===== config.mk =====
export PLATFORM = sky130hd
export DESIGN_NAME = pipelined_cla_adder
export DESIGN_NICKNAME = d
export VERILOG_FILES = /design/src/rtl/pipelined_cla_adder.sv
export SDC_FILE = /design/constraint.sdc
export NUM_CORES = 1
export LEC_CHECK = 0
export BUFFER_PORTS_ARGS = -buffer_cell sky130_fd_sc_hd__buf_2
export CORE_MARGIN = 2
export CORE_UTILIZATION = 40
export CTS_BUF_LIST = sky130_fd_sc_hd__clkbuf_4
export CTS_CLUSTER_DIAMETER = 30
export DETAILED_ROUTE_END_ITERATION = 10
export PLACE_DENSITY = 0.63
export SYNTH_ARGS = -nofsm -noshare
export SYNTH_HDL_FRONTEND = slang
export SYNTH_SLANG_ARGS = --single-unit
export TNS_END_PERCENT = 1

===== constraint.sdc =====
create_clock -name clk -period 2.1 [get_ports clk]
set_clock_uncertainty 0.15 [all_clocks]
set_input_delay 0.42 -clock clk [delete_from_list [all_inputs] [get_ports clk]]
set_output_delay 0.42 -clock clk [all_outputs]
set_load 0.1 [all_outputs]

===== src/rtl/pipelined_cla_adder.sv =====
// Pipelined carry-lookahead adder/subtractor.
//
// A WIDTH-bit add is split into N = WIDTH/CHUNK lookahead chunks. Chunk k is
// computed in pipeline stage k, and the chunk carry is registered between
// stages. WIDTH must be a multiple of CHUNK. Accepts one operation per cycle
// under a valid/ready handshake, with full backpressure. Empty stages collapse,
// so a bubble is filled even while the output is stalled.
//
// Optional feature: define PCLA_OVF_EN to add the 'ovf' output. It reports the
// two's-complement signed overflow of the completed operation.
//
// Ports:
//   clk        clock; all state updates on the rising edge
//   reset      synchronous, active-high reset; discards in-flight operations
//   in_valid   operands presented
//   in_ready   block can accept this cycle (0 while reset=1)
//   a, b       operands
//   ci         carry-in (borrow-in when sub=1)
//   sub        0: a+b+ci, 1: a-b-ci (computed as a+~b+~ci)
//   out_valid  result available
//   out_ready  downstream accepts result
//   s          sum/difference, modulo 2^WIDTH
//   co         raw carry out of MSB (sub: 1 = no borrow)
//   ovf        signed overflow (PCLA_OVF_EN only)
module pipelined_cla_adder #(
  parameter int unsigned WIDTH = 16,
  parameter int unsigned CHUNK = 4
) (
  input  logic             clk,
  input  logic             reset,
  input  logic             in_valid,
  output logic             in_ready,
  input  logic [WIDTH-1:0] a,
  input  logic [WIDTH-1:0] b,
  input  logic             ci,
  input  logic             sub,
  output logic             out_valid,
  input  logic             out_ready,
  output logic [WIDTH-1:0] s,
`ifdef PCLA_OVF_EN
  output logic             ovf,
`endif
  output logic             co
);

  localparam int unsigned N = WIDTH / CHUNK;

  // One lookahead chunk. Each carry is a flat sum of generate/propagate
  // products, so no carry ripples through the chunk.
  // Returns {carry into chunk MSB, carry out, sum}.
  function automatic logic [CHUNK+1:0] cla_chunk(input logic [CHUNK-1:0] x,
                                                 input logic [CHUNK-1:0] y,
                                                 input logic             cin);
    logic [CHUNK-1:0] g;
    logic [CHUNK-1:0] p;
    logic [CHUNK:0]   c;
    logic             t;
    logic             gt;
    g    = x & y;
    p    = x ^ y;
    c    = '0;
    c[0] = cin;
    for (int i = 0; i < int'(CHUNK); i++) begin
      t = cin;
      for (int j = 0; j <= i; j++) t = t & p[j];
      for (int j = 0; j <= i; j++) begin
        gt = g[j];
        for (int m = j + 1; m <= i; m++) gt = gt & p[m];
        t = t | gt;
      end
      c[i+1] = t;
    end
    return {c[CHUNK-1], c[CHUNK], p ^ c[CHUNK-1:0]};
  endfunction

  // Stage state: valid, chunk carry, result bits so far, and the operands
  // (b already conditionally inverted) carried along for later chunks.
  logic [N-1:0]            v_q,   v_d;
  logic [N-1:0]            c_q,   c_d;
  logic [N-1:0][WIDTH-1:0] res_q, res_d;
  logic [N-1:0][WIDTH-1:0] opa_q, opa_d;
  logic [N-1:0][WIDTH-1:0] opb_q, opb_d;
`ifdef PCLA_OVF_EN
  logic                    ovf_q, ovf_d;
`endif

  logic [N-1:0]     adv;
  logic [WIDTH-1:0] b_eff;
  logic             cin_eff;
  logic             in_fire;

  // Per-stage chunk inputs and results.
  logic [CHUNK-1:0] cx   [N];
  logic [CHUNK-1:0] cy   [N];
  logic             ccin [N];
  logic [CHUNK+1:0] cres [N];
  logic [N-1:0]     cmsb;

  assign b_eff   = sub ? ~b : b;
  assign cin_eff = ci ^ sub;

  for (genvar k = 0; k < N; k++) begin : g_chunk
    if (k == 0) begin : g_first
      assign cx[k]   = a[CHUNK-1:0];
      assign cy[k]   = b_eff[CHUNK-1:0];
      assign ccin[k] = cin_eff;
    end else begin : g_rest
      assign cx[k]   = opa_q[k-1][k*CHUNK +: CHUNK];
      assign cy[k]   = opb_q[k-1][k*CHUNK +: CHUNK];
      assign ccin[k] = c_q[k-1];
    end
    assign cres[k] = cla_chunk(cx[k], cy[k], ccin[k]);
    assign cmsb[k] = cres[k][CHUNK+1];
  end

  // Advance chain: a stage may load if it is empty or its contents move on.
  always_comb begin
    adv        = '0;
    adv[N-1]   = ~v_q[N-1] | out_ready;
    for (int k = int'(N) - 2; k >= 0; k--) begin
      adv[k] = ~v_q[k] | adv[k+1];
    end
  end

  assign in_ready = adv[0] & ~reset;
  assign in_fire  = in_valid & in_ready;

  always_comb begin
    v_d   = v_q;
    c_d   = c_q;
    res_d = res_q;
    opa_d = opa_q;
    opb_d = opb_q;
`ifdef PCLA_OVF_EN
    ovf_d = ovf_q;
`endif

    // Data registers only load with a real operation, so bubbles leave the
    // last result in place instead of propagating junk.
    if (adv[0]) begin
      v_d[0] = in_fire;
      if (in_fire) begin
        c_d[0]              = cres[0][CHUNK];
        res_d[0]            = '0;
        res_d[0][CHUNK-1:0] = cres[0][CHUNK-1:0];
        opa_d[0]            = a;
        opb_d[0]            = b_eff;
`ifdef PCLA_OVF_EN
        if (N == 1) ovf_d = cres[0][CHUNK+1] ^ cres[0][CHUNK];
`endif
      end
    end

    for (int k = 1; k < int'(N); k++) begin
      if (adv[k]) begin
        v_d[k] = v_q[k-1];
        if (v_q[k-1]) begin
          c_d[k]                     = cres[k][CHUNK];
          res_d[k]                   = res_q[k-1];
          res_d[k][k*CHUNK +: CHUNK] = cres[k][CHUNK-1:0];
          opa_d[k]                   = opa_q[k-1];
          opb_d[k]                   = opb_q[k-1];
`ifdef PCLA_OVF_EN
          if (k == int'(N) - 1) ovf_d = cres[k][CHUNK+1] ^ cres[k][CHUNK];
`endif
        end
      end
    end
  end

  always_ff @(posedge clk) begin
    if (reset) begin
      v_q   <= '0;
      c_q   <= '0;
      res_q <= '0;
      opa_q <= '0;
      opb_q <= '0;
`ifdef PCLA_OVF_EN
      ovf_q <= 1'b0;
`endif
    end else begin
      v_q   <= v_d;
      c_q   <= c_d;
      res_q <= res_d;
      opa_q <= opa_d;
      opb_q <= opb_d;
`ifdef PCLA_OVF_EN
      ovf_q <= ovf_d;
`endif
    end
  end

  assign out_valid = v_q[N-1];
  assign s         = res_q[N-1];
  assign co        = c_q[N-1];
`ifdef PCLA_OVF_EN
  assign ovf       = ovf_q;
`endif

  // Already-consumed operand bits and unneeded chunk MSB carries are
  // intentionally dropped.
  logic unused_bits;
  assign unused_bits = ^{opa_q, opb_q, cmsb};

endmodule

== Word-level counts from Yosys, hierarchy flattened ==
Index checks and enable logic that the tools add are counted.

* Logic and storage cells: 128
* Output and inout bits: 19
* Flip-flop bits (word level): 144
* Input bits: 38

* Bitwise logic cells: 105
* Reduce and logical (&&, ||, !) cells: 4
* Muxes and demuxes: 1

{| class="wikitable"
|+ Operator list
! kind !! count
|-
| $or 1x1->1 || 44
|-
| $and 1x1->1 || 42
|-
| $xor 4x4->4 || 8
|-
| $and 4x4->4 || 4
|-
| $mux 16 || 1
|-
| $not 16->16 || 1
|-
| $reduce_and 2->1 || 4
|-
| $not 1->1 || 5
|-
| $xor 1x1->1 || 1
|}

== Longest topological paths before layout ==
* Depth after elaboration: 11
* Gate-level depth with buffers: 9
* Mapped depth without buffers: 7

== Least setup slack after synthesis ==
No wires, ideal clock.

* Kind: register -> output
* From: register v_q[3]
* To: output port in_ready
* Data required time: 1,530 ps
* Path buffers: 0
* Setup slack: -1,042 ps
* Stages on the path, launching flop included: 3
* Arrival time: 2,572 ps
* Path through: dfxtp_1 -> and4b_4 -> a21oi_1

* Longest elaborated chain between the ends: 6

{| class="wikitable"
|+ RTL lines
! element !! RTL line !! source
|-
| start, declared || 78 || <nowiki>logic [N-1:0] v_q, v_d;</nowiki>
|-
| start signal, assigned || 182 || <nowiki>v_q <= v_d;</nowiki>
|-
| $not 1->1 || 119 || <nowiki>adv[N-1] = ~v_q[N-1] | out_ready;</nowiki>
|-
| $or 1x1->1 || 119 ||
|-
| $or 1x1->1 (3 in a row) || 121 || <nowiki>adv[k] = ~v_q[k] | adv[k+1];</nowiki>
|-
| $and 1x1->1 || 125 || <nowiki>assign in_ready = adv[0] & ~reset;</nowiki>
|-
| end, declared || 32 || <nowiki>output logic in_ready,</nowiki>
|}

No other way between the ends.

== Final worst setup path ==
* From: register v_q[1]
* To: output port in_ready

* Longest elaborated chain between the ends: 4

{| class="wikitable"
|+ RTL lines
! element !! RTL line
|-
| $not 1->1 || 121
|-
| $or 1x1->1 (2 in a row) || 121
|-
| $and 1x1->1 || 125
|}

No other way between the ends.

==> flow_metrics.py <==
metrics = {
    "setup_path": {
        "crit-reg2reg-launch": "cx[8]",
        "worstPathCellList": "and4b_4 -> a21oi_4 -> buf_12",
        "crit_required_ps": 1530,
        "endpoint_kind": "primary output",
        "critical_path.top_delay_family": "flip-flops",
        "path_class": "reg -> out",
        "critical_path_arrival_ps": 1400,
        "critPathLaunchType": "flip-flop",
        "cp_slowest_cell": "sky130_fd_sc_hd__dfxtp_1",
        "rrSetupSlack_ps": 150,
        "path_max_fanout": 5,
        "worst_r2r_path_depth": 6,
        "regToRegEndpoint": "res_q[23]",
        "critPathBufInv": 1,
        "critical-path-max-stage-delay_ps": 410,
    },
    "sta": {
        "timing_max_transition_violations_final": 0,
        "timing.final.crit_period_ps": 1970,
        "maxClockFrequency_mhz": 508,
        "final_critical_path_share_of_the_clock_period_pct": 93.7,
        "hold_viol": 0,
        "slew_headroom_pct": 59.2,
        "setup_viol": 0,
        "rsz0062_at_grt": "no",
        "setup-tns-final_ps": 0,
        "worst-slew-pin-transition_ps": 612,
    },
    "hold_path": {
        "worst_hold_path.endpoint": "cx[9]",
        "hp-class": "in -> reg",
        "worst_hold_path.num_cells": 3,
        "holdCritStartpoint": "a[5]",
    },
    "power": {
        "cellLeakagePower_uw": 0.00189,
        "vdd.ir_drop.worst_v": 0.000352,
        "total_power_uw": 3450,
        "power-per-cell-area_nw_per_um2": 725,
    },
    "layout": {
        "fill_cell_total_of_the_finished_layout": 1057,
        "finalCoreUtilization_pct": 46.1,
        "post_route_cells_drive_above_1_share_pct": 18.1,
        "final_area_um2": 4760,
        "area_growth_syn_to_layout_pct": 12.0,
        "nets": 592,
        "antenna-diode-count": 0,
        "fin_cells": 671,
    },
    "synthesis": {
        "synth.avg_cell_area_um2": 8.54,
        "synthDominantCellAreaShare_pct": 45.3,
        "postSynthCellCount": 497,
        "mappedNetlistNets": 559,
        "async_reset_ff_share_pct": 0,
        "synth.largest_area_cell": "sky130_fd_sc_hd__dfxtp_1",
        "synthesis.area_um2": 4250,
        "synth-seq-area-share_pct": 45.3,
        "synth_cell_types": 38,
        "synth-seq-cells": 96,
        "synthTopCellsByArea": "sky130_fd_sc_hd__dfxtp_1 (45%), sky130_fd_sc_hd__nand2_1 (12%), sky130_fd_sc_hd__a21oi_1 (8.6%)",
        "synth.most_common_cell": "sky130_fd_sc_hd__nand2_1",
        "synth.cells.most_frequent": "sky130_fd_sc_hd__nand2_1 (131), sky130_fd_sc_hd__dfxtp_1 (96), sky130_fd_sc_hd__a21oi_1 (73)",
        "synth_warnings": 0,
        "synth_enable_flop_cells": 0,
        "postSynth.topFlopCell": "sky130_fd_sc_hd__dfxtp_1",
    },
    "floorplan": {
        "initial_util_pct": 41.1,
        "ios": 57,
        "floorplan.die_area_um2": 11500,
        "row_count": 37,
        "core_area_um2": 10300,
        "dieHeight_um": 107,
        "die_x_um": 107,
    },
    "clocking": {
        "cts_buffer_depth": 2,
        "cts_tree": "yes",
        "clock_sinks": 96,
        "cts_max_level": 3,
        "hold_buffers": 0,
        "cts-buffers-inserted": 9,
        "clockRootBuffer": "sky130_fd_sc_hd__clkbuf_4",
        "cts.reportedPaths.clkPinSlew_ps": 140,
        "clock_insertion_delay_worst_skew_ps": 430,
    },
    "detailed_routing": {
        "routed_wire_length_per_instance_um": 12.5,
        "drc_errors": 0,
        "antenna_violating_nets_left": 0,
        "detailed_routing_iterations_pass_1": 4,
        "vias": 3258,
        "drt_iter0_drc": 121,
        "route.detailed.vias_per_inst": 4.86,
        "drt-total-wl_um": 8420,
    },
    "global_route": {
        "first_pass_grt_wire_length_um": 14300,
        "grt_use_met2_pct": 23.8,
        "first_global_vias": 3059,
        "grt-ovfl-total": 0,
        "antenna_found_initial": 0,
        "gr-usage-all-layers_pct": 15.3,
        "top_usage_layer": "met2",
        "largest_net_degree_at_the_start_of_global_routing": 64,
        "global_route_track_usage_on_met3_pct": 2.80,
        "gr-usage-met1_pct": 21.4,
    },
    "flow_run": {
        "max_cap_violations": 0,
    },
    "place": {
        "post_dp_cell_area_um2": 4590,
        "placed_cells": 655,
        "portBuffers": 56,
        "detailed_placement_hpwl_um": 6040,
        "gp_congestion": 0.806,
    },
    "status": {
        "status": "completed",
    },
}
layer usage:
layer | up-vias | share of wire (%)
met5 | - | 0
met4 | 0 | 1.1
met3 | 10 | 4.3
met2 | 71 | 44
met1 | 1473 | 51
li1 | 1704 | -
stage by stage:
step           worst slack (ps)  hold slack, ps
3_3_place_gp                117             291
3_5_place_dp               38.2             294
4_1_cts                    56.4            39.9
5_1_grt                    26.3            37.0
2_1_floorplan             -1.12             282
6_report                    132            66.4
cell type report:
class | instances | area, um2 | area share (%)
multi-input combinational | 339 | 2010 | 42.2
clock inverter | 7 | 95.1 | 2.00
tap | 136 | 170 | 3.58
timing repair buffer | 67 | 428 | 9.00
inverter | 17 | 63.8 | 1.34
clock buffer | 9 | 67.6 | 1.42
sequential | 96 | 1920 | 40.5
how the worst max path moves through the flow:
stage,cells after the start,end,startpoint
2_1_floorplan,9,c_q[0],sub
3_3_place_gp,8,res_q[3],sub
3_5_place_dp,8,res_q[3],sub
4_1_cts,3,in_ready,v_q[2]
5_1_grt,3,in_ready,v_q[1]
6_report,3,in_ready,v_q[1]
worst reg2reg max path: stages, from the launching register on:
cell	delay [ps]
sky130_fd_sc_hd__dfxtp_1	350
sky130_fd_sc_hd__ha_1	300
sky130_fd_sc_hd__ha_1	190
sky130_fd_sc_hd__o21a_1	190
sky130_fd_sc_hd__o22a_1	200
sky130_fd_sc_hd__nor4b_1	150
sky130_fd_sc_hd__a311o_1	310
kinds of logic after synthesis:
group	share of synthesized area (%)
flip-flops	45.3
XOR/XNOR	5.16
AND/OR/NAND/NOR	17.2
AO/OA/AOI/OAI	16.9
adder cells (fa/ha/maj)	7.78
buffers and inverters	7.72
where the power goes:
group	internal, uW	total [uW]	switching (uW)
sequential	1890	1930	40.8
combinational	170	411	241
clock	487	1110	620
total	2550	3450	902
sequential cells by signal, summed over array words and instances, names as in the netlist:
name,flops
cy,12
opb_q,12
cx,12
opa_q,12
c_q,4
res_q,24
v_q,4
s,16
what timing repair did:
| item | CTS | global route |
|---|---|---|
| resized for setup | 0 | 1 |
| endpoints found under the setup margin | 0 | 1 |
| setup buffers | 0 | 0 |
placed cells by master (no fill, tap or decap), types with 4 or more instances in the layout:
cell / n
sky130_fd_sc_hd__o31ai_1: 4
sky130_fd_sc_hd__clkbuf_4: 9
sky130_fd_sc_hd__buf_4: 7
sky130_fd_sc_hd__a211oi_2: 6
sky130_fd_sc_hd__a21oi_1: 72
sky130_fd_sc_hd__xor2_1: 9
sky130_fd_sc_hd__inv_1: 16
sky130_fd_sc_hd__nand3_1: 6
sky130_fd_sc_hd__a211oi_1: 15
sky130_fd_sc_hd__xnor2_1: 16
sky130_fd_sc_hd__buf_12: 5
sky130_fd_sc_hd__nand2_1: 131
sky130_fd_sc_hd__nor4b_1: 4
sky130_fd_sc_hd__buf_2: 55
sky130_fd_sc_hd__nor2_1: 23
sky130_fd_sc_hd__dfxtp_1: 94
sky130_fd_sc_hd__ha_1: 20
sky130_fd_sc_hd__fa_1: 4
No activity file was read; power rests on OpenSTA's default activity.
